File: src/rtl/addr_trans_if.sv
// Request/response handshake and TLB search port bundle for addr_trans.
interface addr_trans_if #(
  parameter int unsigned TLBNUM = 16
);
  localparam int unsigned IDXW = $clog2(TLBNUM);

  // request channel
  logic            req_valid;
  logic            req_ready;
  logic [31:0]     req_va;
  logic            req_wr;

  // TLB search port
  logic [18:0]     s_vppn;
  logic            s_va_bit12;
  logic [9:0]      s_asid;
  logic            s_found;
  logic [IDXW-1:0] s_index;
  logic [19:0]     s_ppn;
  logic [5:0]      s_ps;
  logic [1:0]      s_plv;
  logic            s_d;
  logic            s_v;

  // response channel
  logic            rsp_valid;
  logic            rsp_ready;
  logic [31:0]     rsp_pa;
  logic [2:0]      rsp_ecode;
  logic [IDXW-1:0] rsp_index;

  modport slave (
    input  req_valid, req_va, req_wr,
    output req_ready,
    output s_vppn, s_va_bit12, s_asid,
    input  s_found, s_index, s_ppn, s_ps, s_plv, s_d, s_v,
    output rsp_valid, rsp_pa, rsp_ecode, rsp_index,
    input  rsp_ready
  );

  modport master (
    output req_valid, req_va, req_wr,
    input  req_ready,
    input  s_vppn, s_va_bit12, s_asid,
    output s_found, s_index, s_ppn, s_ps, s_plv, s_d, s_v,
    input  rsp_valid, rsp_pa, rsp_ecode, rsp_index,
    output rsp_ready
  );
endinterface

File: src/rtl/addr_trans.sv
// Virtual-to-physical address translation: direct address, DMW windows,
// then TLB lookup with exception classification. One request in flight.
module addr_trans #(
  parameter int unsigned TLBNUM = 16
) (
  input  logic         clk,
  input  logic         reset,
  input  logic         flush,
  input  logic         crmd_da,
  input  logic [1:0]   crmd_plv,
  input  logic [31:0]  dmw0,
  input  logic [31:0]  dmw1,
  input  logic [9:0]   asid,
  addr_trans_if.slave  bus
);
  localparam int unsigned IDXW = $clog2(TLBNUM);

  typedef enum logic [1:0] {IDLE, LOOKUP, RESP} state_t;
  typedef enum logic [2:0] {
    EC_NONE = 3'd0,
    EC_TLBR = 3'd1,
    EC_PIL  = 3'd2,
    EC_PIS  = 3'd3,
    EC_PPI  = 3'd4,
    EC_PME  = 3'd5
  } ecode_t;

  state_t          state, state_nxt;
  logic [31:0]     va_r;
  logic            wr_r;
  logic [31:0]     rsp_pa_r;
  logic [2:0]      rsp_ecode_r;
  logic [IDXW-1:0] rsp_index_r;
  logic            req_ready_c;
  logic            rsp_valid_c;

  logic            dmw0_hit, dmw1_hit;
  logic [31:0]     tlb_pa;
  logic [31:0]     res_pa;
  ecode_t          res_ec;
  logic [IDXW-1:0] res_idx;

  logic            unused_bits;
  assign unused_bits = ^{dmw0[28], dmw0[24:4], dmw0[2:1],
                         dmw1[28], dmw1[24:4], dmw1[2:1]};

  assign bus.s_vppn     = va_r[31:13];
  assign bus.s_va_bit12 = va_r[12];
  assign bus.s_asid     = asid;
  assign bus.req_ready  = req_ready_c;
  assign bus.rsp_valid  = rsp_valid_c;
  assign bus.rsp_pa     = rsp_pa_r;
  assign bus.rsp_ecode  = rsp_ecode_r;
  assign bus.rsp_index  = rsp_index_r;

  // state register
  always_ff @(posedge clk or posedge reset) begin
    if (reset) state <= IDLE;
    else       state <= state_nxt;
  end

  // next-state logic; flush overrides every other transition
  always_comb begin
    state_nxt = state;
    if (flush) begin
      state_nxt = IDLE;
    end else begin
      case (state)
        IDLE:    if (bus.req_valid) state_nxt = LOOKUP;
        LOOKUP:  state_nxt = RESP;
        RESP:    if (bus.rsp_ready) state_nxt = IDLE;
        default: state_nxt = IDLE;
      endcase
    end
  end

  // handshake outputs decoded from state
  always_comb begin
    req_ready_c = 1'b0;
    rsp_valid_c = 1'b0;
    case (state)
      IDLE:    req_ready_c = !flush;
      RESP:    rsp_valid_c = 1'b1;
      default: ;
    endcase
  end

  // request capture on accept
  always_ff @(posedge clk or posedge reset) begin
    if (reset) begin
      va_r <= '0;
      wr_r <= 1'b0;
    end else if (state == IDLE && bus.req_valid && req_ready_c) begin
      va_r <= bus.req_va;
      wr_r <= bus.req_wr;
    end
  end

  // translation result from TLB outputs and live CSRs
  always_comb begin
    dmw0_hit = (va_r[31:29] == dmw0[31:29]) &&
               ((crmd_plv == 2'd0 && dmw0[0]) || (crmd_plv == 2'd3 && dmw0[3]));
    dmw1_hit = (va_r[31:29] == dmw1[31:29]) &&
               ((crmd_plv == 2'd0 && dmw1[0]) || (crmd_plv == 2'd3 && dmw1[3]));
    tlb_pa   = (bus.s_ps == 6'd21) ? {bus.s_ppn[19:9], va_r[20:0]}
                                   : {bus.s_ppn, va_r[11:0]};
    res_pa   = '0;
    res_ec   = EC_NONE;
    res_idx  = '0;
    if (crmd_da) begin
      res_pa = va_r;
    end else if (dmw0_hit) begin
      res_pa = {dmw0[27:25], va_r[28:0]};
    end else if (dmw1_hit) begin
      res_pa = {dmw1[27:25], va_r[28:0]};
    end else begin
      if (!bus.s_found)                res_ec = EC_TLBR;
      else if (!bus.s_v)               res_ec = wr_r ? EC_PIS : EC_PIL;
      else if (crmd_plv > bus.s_plv)   res_ec = EC_PPI;
      else if (wr_r && !bus.s_d)       res_ec = EC_PME;
      res_pa  = (res_ec == EC_NONE) ? tlb_pa : '0;
      res_idx = bus.s_found ? bus.s_index : '0;
    end
  end

  // result registers, loaded at the end of LOOKUP unless flushed
  always_ff @(posedge clk or posedge reset) begin
    if (reset) begin
      rsp_pa_r    <= '0;
      rsp_ecode_r <= '0;
      rsp_index_r <= '0;
    end else if (state == LOOKUP && !flush) begin
      rsp_pa_r    <= res_pa;
      rsp_ecode_r <= res_ec;
      rsp_index_r <= res_idx;
    end
  end
endmodule

File: src/flat_wrapper.sv
// flat-port wrapper written by rule: the top's interface ports become plain ports
module addr_trans_flat 
#(
  parameter int unsigned TLBNUM = 16
)
  (clk, reset, flush, crmd_da, crmd_plv, dmw0, dmw1, asid, bus_req_valid, bus_req_va, bus_req_wr, bus_req_ready, bus_s_vppn, bus_s_va_bit12, bus_s_asid, bus_s_found, bus_s_index, bus_s_ppn, bus_s_ps, bus_s_plv, bus_s_d, bus_s_v, bus_rsp_valid, bus_rsp_pa, bus_rsp_ecode, bus_rsp_index, bus_rsp_ready);
  addr_trans_if #(.TLBNUM(TLBNUM)) bus_i ();
  input  logic clk;
  input  logic reset;
  input  logic flush;
  input  logic crmd_da;
  input  logic [1:0] crmd_plv;
  input  logic [31:0] dmw0;
  input  logic [31:0] dmw1;
  input  logic [9:0] asid;
  input wire logic [$bits(bus_i.req_valid)-1:0] bus_req_valid;
  input wire logic [$bits(bus_i.req_va)-1:0] bus_req_va;
  input wire logic [$bits(bus_i.req_wr)-1:0] bus_req_wr;
  output wire logic [$bits(bus_i.req_ready)-1:0] bus_req_ready;
  output wire logic [$bits(bus_i.s_vppn)-1:0] bus_s_vppn;
  output wire logic [$bits(bus_i.s_va_bit12)-1:0] bus_s_va_bit12;
  output wire logic [$bits(bus_i.s_asid)-1:0] bus_s_asid;
  input wire logic [$bits(bus_i.s_found)-1:0] bus_s_found;
  input wire logic [$bits(bus_i.s_index)-1:0] bus_s_index;
  input wire logic [$bits(bus_i.s_ppn)-1:0] bus_s_ppn;
  input wire logic [$bits(bus_i.s_ps)-1:0] bus_s_ps;
  input wire logic [$bits(bus_i.s_plv)-1:0] bus_s_plv;
  input wire logic [$bits(bus_i.s_d)-1:0] bus_s_d;
  input wire logic [$bits(bus_i.s_v)-1:0] bus_s_v;
  output wire logic [$bits(bus_i.rsp_valid)-1:0] bus_rsp_valid;
  output wire logic [$bits(bus_i.rsp_pa)-1:0] bus_rsp_pa;
  output wire logic [$bits(bus_i.rsp_ecode)-1:0] bus_rsp_ecode;
  output wire logic [$bits(bus_i.rsp_index)-1:0] bus_rsp_index;
  input wire logic [$bits(bus_i.rsp_ready)-1:0] bus_rsp_ready;
  assign bus_i.req_valid = bus_req_valid;
  assign bus_i.req_va = bus_req_va;
  assign bus_i.req_wr = bus_req_wr;
  assign bus_req_ready = bus_i.req_ready;
  assign bus_s_vppn = bus_i.s_vppn;
  assign bus_s_va_bit12 = bus_i.s_va_bit12;
  assign bus_s_asid = bus_i.s_asid;
  assign bus_i.s_found = bus_s_found;
  assign bus_i.s_index = bus_s_index;
  assign bus_i.s_ppn = bus_s_ppn;
  assign bus_i.s_ps = bus_s_ps;
  assign bus_i.s_plv = bus_s_plv;
  assign bus_i.s_d = bus_s_d;
  assign bus_i.s_v = bus_s_v;
  assign bus_rsp_valid = bus_i.rsp_valid;
  assign bus_rsp_pa = bus_i.rsp_pa;
  assign bus_rsp_ecode = bus_i.rsp_ecode;
  assign bus_rsp_index = bus_i.rsp_index;
  assign bus_i.rsp_ready = bus_rsp_ready;
  addr_trans #(.TLBNUM(TLBNUM)) u_core (.clk(clk), .reset(reset), .flush(flush), .crmd_da(crmd_da), .crmd_plv(crmd_plv), .dmw0(dmw0), .dmw1(dmw1), .asid(asid), .bus(bus_i));
endmodule
File: config.mk
export PLATFORM = sky130hd
export DESIGN_NAME = addr_trans_flat
export DESIGN_NICKNAME = d
export VERILOG_FILES = /design/src/rtl/addr_trans_if.sv /design/src/rtl/addr_trans.sv /design/src/flat_wrapper.sv
export SDC_FILE = /design/constraint.sdc
export NUM_CORES = 1
export LEC_CHECK = 0
export BUFFER_PORTS_ARGS = -buffer_cell sky130_fd_sc_hd__buf_2
export CORE_MARGIN = 2
export CORE_UTILIZATION = 42
export CTS_BUF_LIST = sky130_fd_sc_hd__clkbuf_16
export DETAILED_ROUTE_END_ITERATION = 16
export PLACE_DENSITY = 0.8
export SLEW_MARGIN = 15
export SYNTH_ARGS = -nofsm -noshare
export SYNTH_HDL_FRONTEND = slang
export SYNTH_SLANG_ARGS = --single-unit
File: constraint.sdc
create_clock -name clk -period 2.45 [get_ports clk]
set_input_delay 0.245 -clock clk [delete_from_list [all_inputs] [get_ports clk]]
set_output_delay 0.245 -clock clk [all_outputs]
set_load 0.03 [all_outputs]
======== Word-level counts from Yosys, hierarchy flattened ========
Index checks and enable logic that the tools add are counted.
word-level totals
  word-level logic and storage cells ...... 59
  flip-flop bits (word level) ............. 74
cells by class
  equal/unequal tests ..................... 8
  $lt $le $gt $ge ......................... 1
  reduce and logical (&&, ||, !) cells .... 18
  muxes and demuxes ....................... 26
operators by type and width
  kind                                                                    number
  32-bit 2-to-1 mux                                                       4
  3-bit 2-to-1 mux                                                        10
  21-bit 2-to-1 mux                                                       1
  4-bit 2-to-1 mux                                                        4
  1-bit logical AND                                                       10
  3-bit equality test                                                     2
  6-bit by 5-bit equality test with 1-bit output (second input constant)  1
  2-bit 2-to-1 mux                                                        3
  3-bit inequality test (second input constant)                           2
  2-bit case mux with 3 select lines                                      1
  2-bit equality test (second input constant)                             2
  2-bit logical NOT                                                       2
  3-bit logical NOT                                                       1
  1-bit 2-to-1 mux                                                        3
  2-bit by 1-bit equality test with 1-bit output (second input constant)  1
  2-bit > comparator                                                      1
  1-bit logical NOT                                                       2
  1-bit logical OR                                                        2
  2-bit AND reduction                                                     1

======== Longest topological paths before layout ========
  depth after elaboration ................. 14
  mapped depth ............................ 8

======== Least setup slack after synthesis ========
No wires, ideal clock.
  path type ............................... reg-to-reg
  start point ............................. reg u_core.state[1]
  end point ............................... reg u_core.va_r[10]
  setup slack ............................. 293 ps
  period minus slack after synthesis ...... 2,157 ps
  setup time .............................. 125 ps
  cell stages (with the launch flop) ...... 6
  buffers on the path ..................... 2
  data required time ...................... 2,325 ps
  arrival ................................. 2,032 ps
  cell sequence ........................... dfrtp_1 -> nor3_1 -> and2_1 -> buf_2 -> buf_2 -> mux2_2
on the way
  word-level cells in the longest chain between the ends .. 3
  elaborated cells between the ends (all ways) .. 4
ends and longest elaborated chain
  element                 line                text
  from (decl)             addr_trans.sv:28    state_t state, state_nxt;
  from (signal assigned)  addr_trans.sv:59    else state <= state_nxt;
  2-bit logical NOT       addr_trans.sv:81    case (state)
  1-bit 2-to-1 mux        addr_trans.sv:81
  net bus_req_ready       flat_wrapper.sv:19  output wire logic [$bits(bus_i.req_ready)-1:0] bus_req_ready;
  1-bit logical AND       addr_trans.sv:93    end else if (state == IDLE && bus.req_valid && req_ready_c) begin
  to (signal assigned)    addr_trans.sv:94    va_r <= bus.req_va;
  to (decl)               addr_trans.sv:29    logic [31:0] va_r;
The timed path passes the listed nets, and every way through them passes these cells.
A chain may end at the register's enable or synchronous reset.

======== Worst setup path after layout ========
  start point ............................. reg u_core.va_r[29]
  end point ............................... reg u_core.rsp_pa_r[2] (netlist: u_core.bus.rsp_pa[2])
on the way
  word-level cells in the longest chain between the ends .. 5
  elaborated cells between the ends (all ways) .. 7
ends and longest elaborated chain
  element               line               text
  3-bit equality test   addr_trans.sv:103  dmw1_hit = (va_r[31:29] == dmw1[31:29]) &&
  1-bit logical AND     addr_trans.sv:103
  32-bit 2-to-1 mux     addr_trans.sv:114  end else if (dmw1_hit) begin
  32-bit 2-to-1 mux *   addr_trans.sv:112  end else if (dmw0_hit) begin
  32-bit 2-to-1 mux *   addr_trans.sv:110  if (crmd_da) begin
  to (signal assigned)  addr_trans.sv:133  rsp_pa_r <= res_pa;
  to (decl)             addr_trans.sv:31   logic [31:0] rsp_pa_r;
Mark *: on every way between the ends. The rest lies on a longest branch, timed or not.

==> out/results.tsv <==
metric	value	unit
timing.setup.critical_path_class	reg -> reg	
timing_max_transition_violations_final	0	
post-cts-setup-buffer-count	0	
detailedPlace.worstSlack	0.259	ns
number_of_antenna_violations_at_the_first_check_in_global_routing	0	
chipHeight	94.2	um
synthMostInstantiatedCell	dfrtp_1	
timing.critical_path.slowest_stage_cell	dfrtp_1	
routed_wl	8.60	mm
detailed_place_hpwl	6.59	mm
grt_most_used_layer	met2	
power.ir.vdd_worst	591	uV
flow.area_growth_from_synthesis	33.2	%
count_of_antenna_violating_nets_left_after_detailed_routing	0	
cts_h_tree_depth	3	
avgRoutedWirePerCell	16.2	um
syn_avg_cell_area	12.3	um2
post_synth_adder_cell_area	0.00733	
routed-via-count	2741	
top_cells_by_instance_count_after_synthesis	74 x dfrtp_1, 33 x mux2_2, 25 x nand2_1	
postCtsResizedCells	0	
synth.mux.area_fraction	0.132	
finalSetupTns	0	ns
biggest_area_contributors_in_the_synthesized_netlist	dfrtp_1 54%, mux2_2 11%, a22o_1 4.4%	
grt_overflow_total	0	
layout_min_cycle_time	1.94	ns
synth-edff-count	0	
layout.nets	577	
drv.max_cap_violation_count	0	
crit_path_max_fanout	12	
worstPathArrival	2.19	ns
reg2reg_slack	0.51	ns
numCtsBuffers	9	
synthCells	278	
synth_largest_area_cell	dfrtp_1	
core_area	0.00781	mm2
fp.dieW	94.2	um
io_buffer_count	152	
grt_first_pass_wirelength	13.5	mm
hold_path_class	in -> async	
critical_path.startpoint_type	flip-flop	
worst_pin_slew	0.673	ns
fin_worst_skew	0.0106	ns
clock_insertion_delay_worst_skew	0.32	ns
fmax	515	MHz
final_layout_size_suffix_gt1_frac	0.509	
synth.net_count	430	
global_route.usage.met1	0.242	
layout.core_utilization	0.582	
post_cts_hold_buffer_count	0	
tot_gr_track_use	0.197	
synth_seq_cells	74	
grt_pass1_vias	2813	
synth.distinct_cells	43	
cts_num_sinks	74	
synth_top_cell_area_share	0.543	
totalPowerFinal	4.31	mW
post_synth_and_or_nand_nor_area_fraction	0.123	
report.final.setup_viol	0	
die_area	0.00886	mm2
synth_async_sr_flop_share	1.00	
ys_seq_area_frac	0.543	
outcome	completed	
timing.critical_path.cells	xnor2_1 > o2111ai_4 > nand3_4 > o21a_1 > a22o_1	
timing.final.hold_violations	0	
tritoncts_clock_tree	done	
initialDrtViolationCount	55	
groute.layer.met2.usage	0.326	
drc	0	
power.density	949	mW/mm2
synth-main-ff-cell	dfrtp_1	
fin_crit_sh	0.792	
main_combinational_cell_family_by_area_after_synthesis	compound AO/OA/AOI/OAI gates	
global_route.usage.met3	0.0538	
fraction_of_the_mapped_netlist_area_in_compound_gates	0.135	
floorplan.initialDensity	0.437	
worst_slack	0.509	ns
clk_pin_slew	0.06	ns
via_per_instance_ratio	5.15	
critPathRequiredTime	2.70	ns
post_synth_xor_area_fraction	0.0154	
endpoint_kind	flip-flop	
gp_congestion	0.772	
worst_slew_margin_rel	0.551	
floorplan.rows	32	
design.portCount	221	
ctsRootBufferMaster	clkbuf_16	
number_of_antenna_cells_inserted	0	
drt_first_pass_iters	5	
rsz0062_at_grt	false	
synthesis.area	0.00341	mm2
clock_tree.buffer_depth	2	
grt_start_max_net_pins	45	
worst_path_largest_cell_delay	0.44	ns
static-leakage-power	2.24	nW
ys_warn_count	0	
## worst max-delay path, delay by kind of cell, from the launching register on
family | cells | cell delay (ns)
AOI/OAI and AO/OA | 3 | 0.88
xor gates and xnor gates | 1 | 0.33
and+or+nand+nor | 1 | 0.21
DFF | 1 | 0.44
## cell families after synthesis
| kind of cell | count (synthesis) |
|---|---|
| multiplexers | 41 |
| AO/OA/AOI/OAI | 57 |
| flip-flops | 74 |
| adder cells (fa/ha/maj) | 2 |
| buffers and inverters | 27 |
| XOR/XNOR | 6 |
| AND/OR/NAND/NOR | 71 |
## layout by cell type, fill, tap and decap left out, types with 2 or more instances in the layout
master / count
buf_2: 152
dfrtp_1: 74
mux2_2: 33
nand2_1: 25
a22o_1: 17
nor2_1: 13
o21ai_0: 9
a31oi_1: 9
clkbuf_16: 9
mux2i_1: 8
nand3_1: 8
inv_1: 6
xnor2_1: 6
a21oi_1: 4
nor2b_1: 4
and3_4: 3
and3_1: 3
a22oi_1: 3
o221ai_1: 3
buf_4: 3
nor3_1: 2
nor3b_2: 2
o2111ai_4: 2
o31ai_1: 2
o21ai_1: 2
ha_1: 2
bufinv_16: 2
clkinv_1: 2
buf_12: 2
## cell type report
type / instances / area, um2
Inverter: 6 / 22.5
Timing Repair Buffer: 157 / 823
Sequential cell: 74 / 1850
Fill cell: 702 / 3260
Clock inverter: 7 / 85.1
Clock buffer: 9 / 225
Tap cell: 102 / 128
Multi-Input combinational cell: 177 / 1410
## sequential cells by signal (all words and copies together), names as in the netlist
signal / count
u_core.va_r: 32
u_core.bus.rsp_ecode: 3
u_core.state: 2
u_core.bus.rsp_index: 4
u_core.bus.rsp_pa: 32
u_core.wr_r: 1
## worst paths after layout
check / from / to / depth (start not counted)
max in group asynchronous: reset / u_core.bus.rsp_pa[18] / 3
min in group clk: flush / u_core.state[1] / 2
worst min-delay path: reset / u_core.va_r[4] / 2
worst max register to register: u_core.va_r[29] / u_core.bus.rsp_pa[2] / 5
worst max-delay path: u_core.va_r[29] / u_core.bus.rsp_pa[2] / 5
worst min register to register: u_core.bus.rsp_pa[18] / u_core.bus.rsp_pa[18] / 2
## metrics by stage
step	instances	area (um2)	hold slack (ns)
after floorplan	278	3410	0.311
final	532	4550	0.0192
after global routing	532	4550	0.0716
after CTS	532	4550	0.0335
after detailed placement	516	4240	0.382
after global placement	516	4240	0.368
## routing by layer
metal	share of wire	routed length, um
met5	0	0
met4	0.023	196
met3	0.064	554
met2	0.49	4240
met1	0.42	3610
## where the power goes
| part | switching, mW | total, mW | internal [mW] |
|---|---|---|---|
| clock network | 0.474 | 1.35 | 0.880 |
| registers | 0.171 | 1.67 | 1.49 |
| logic | 0.826 | 1.29 | 0.468 |
(Power assumes the default switching activity.)
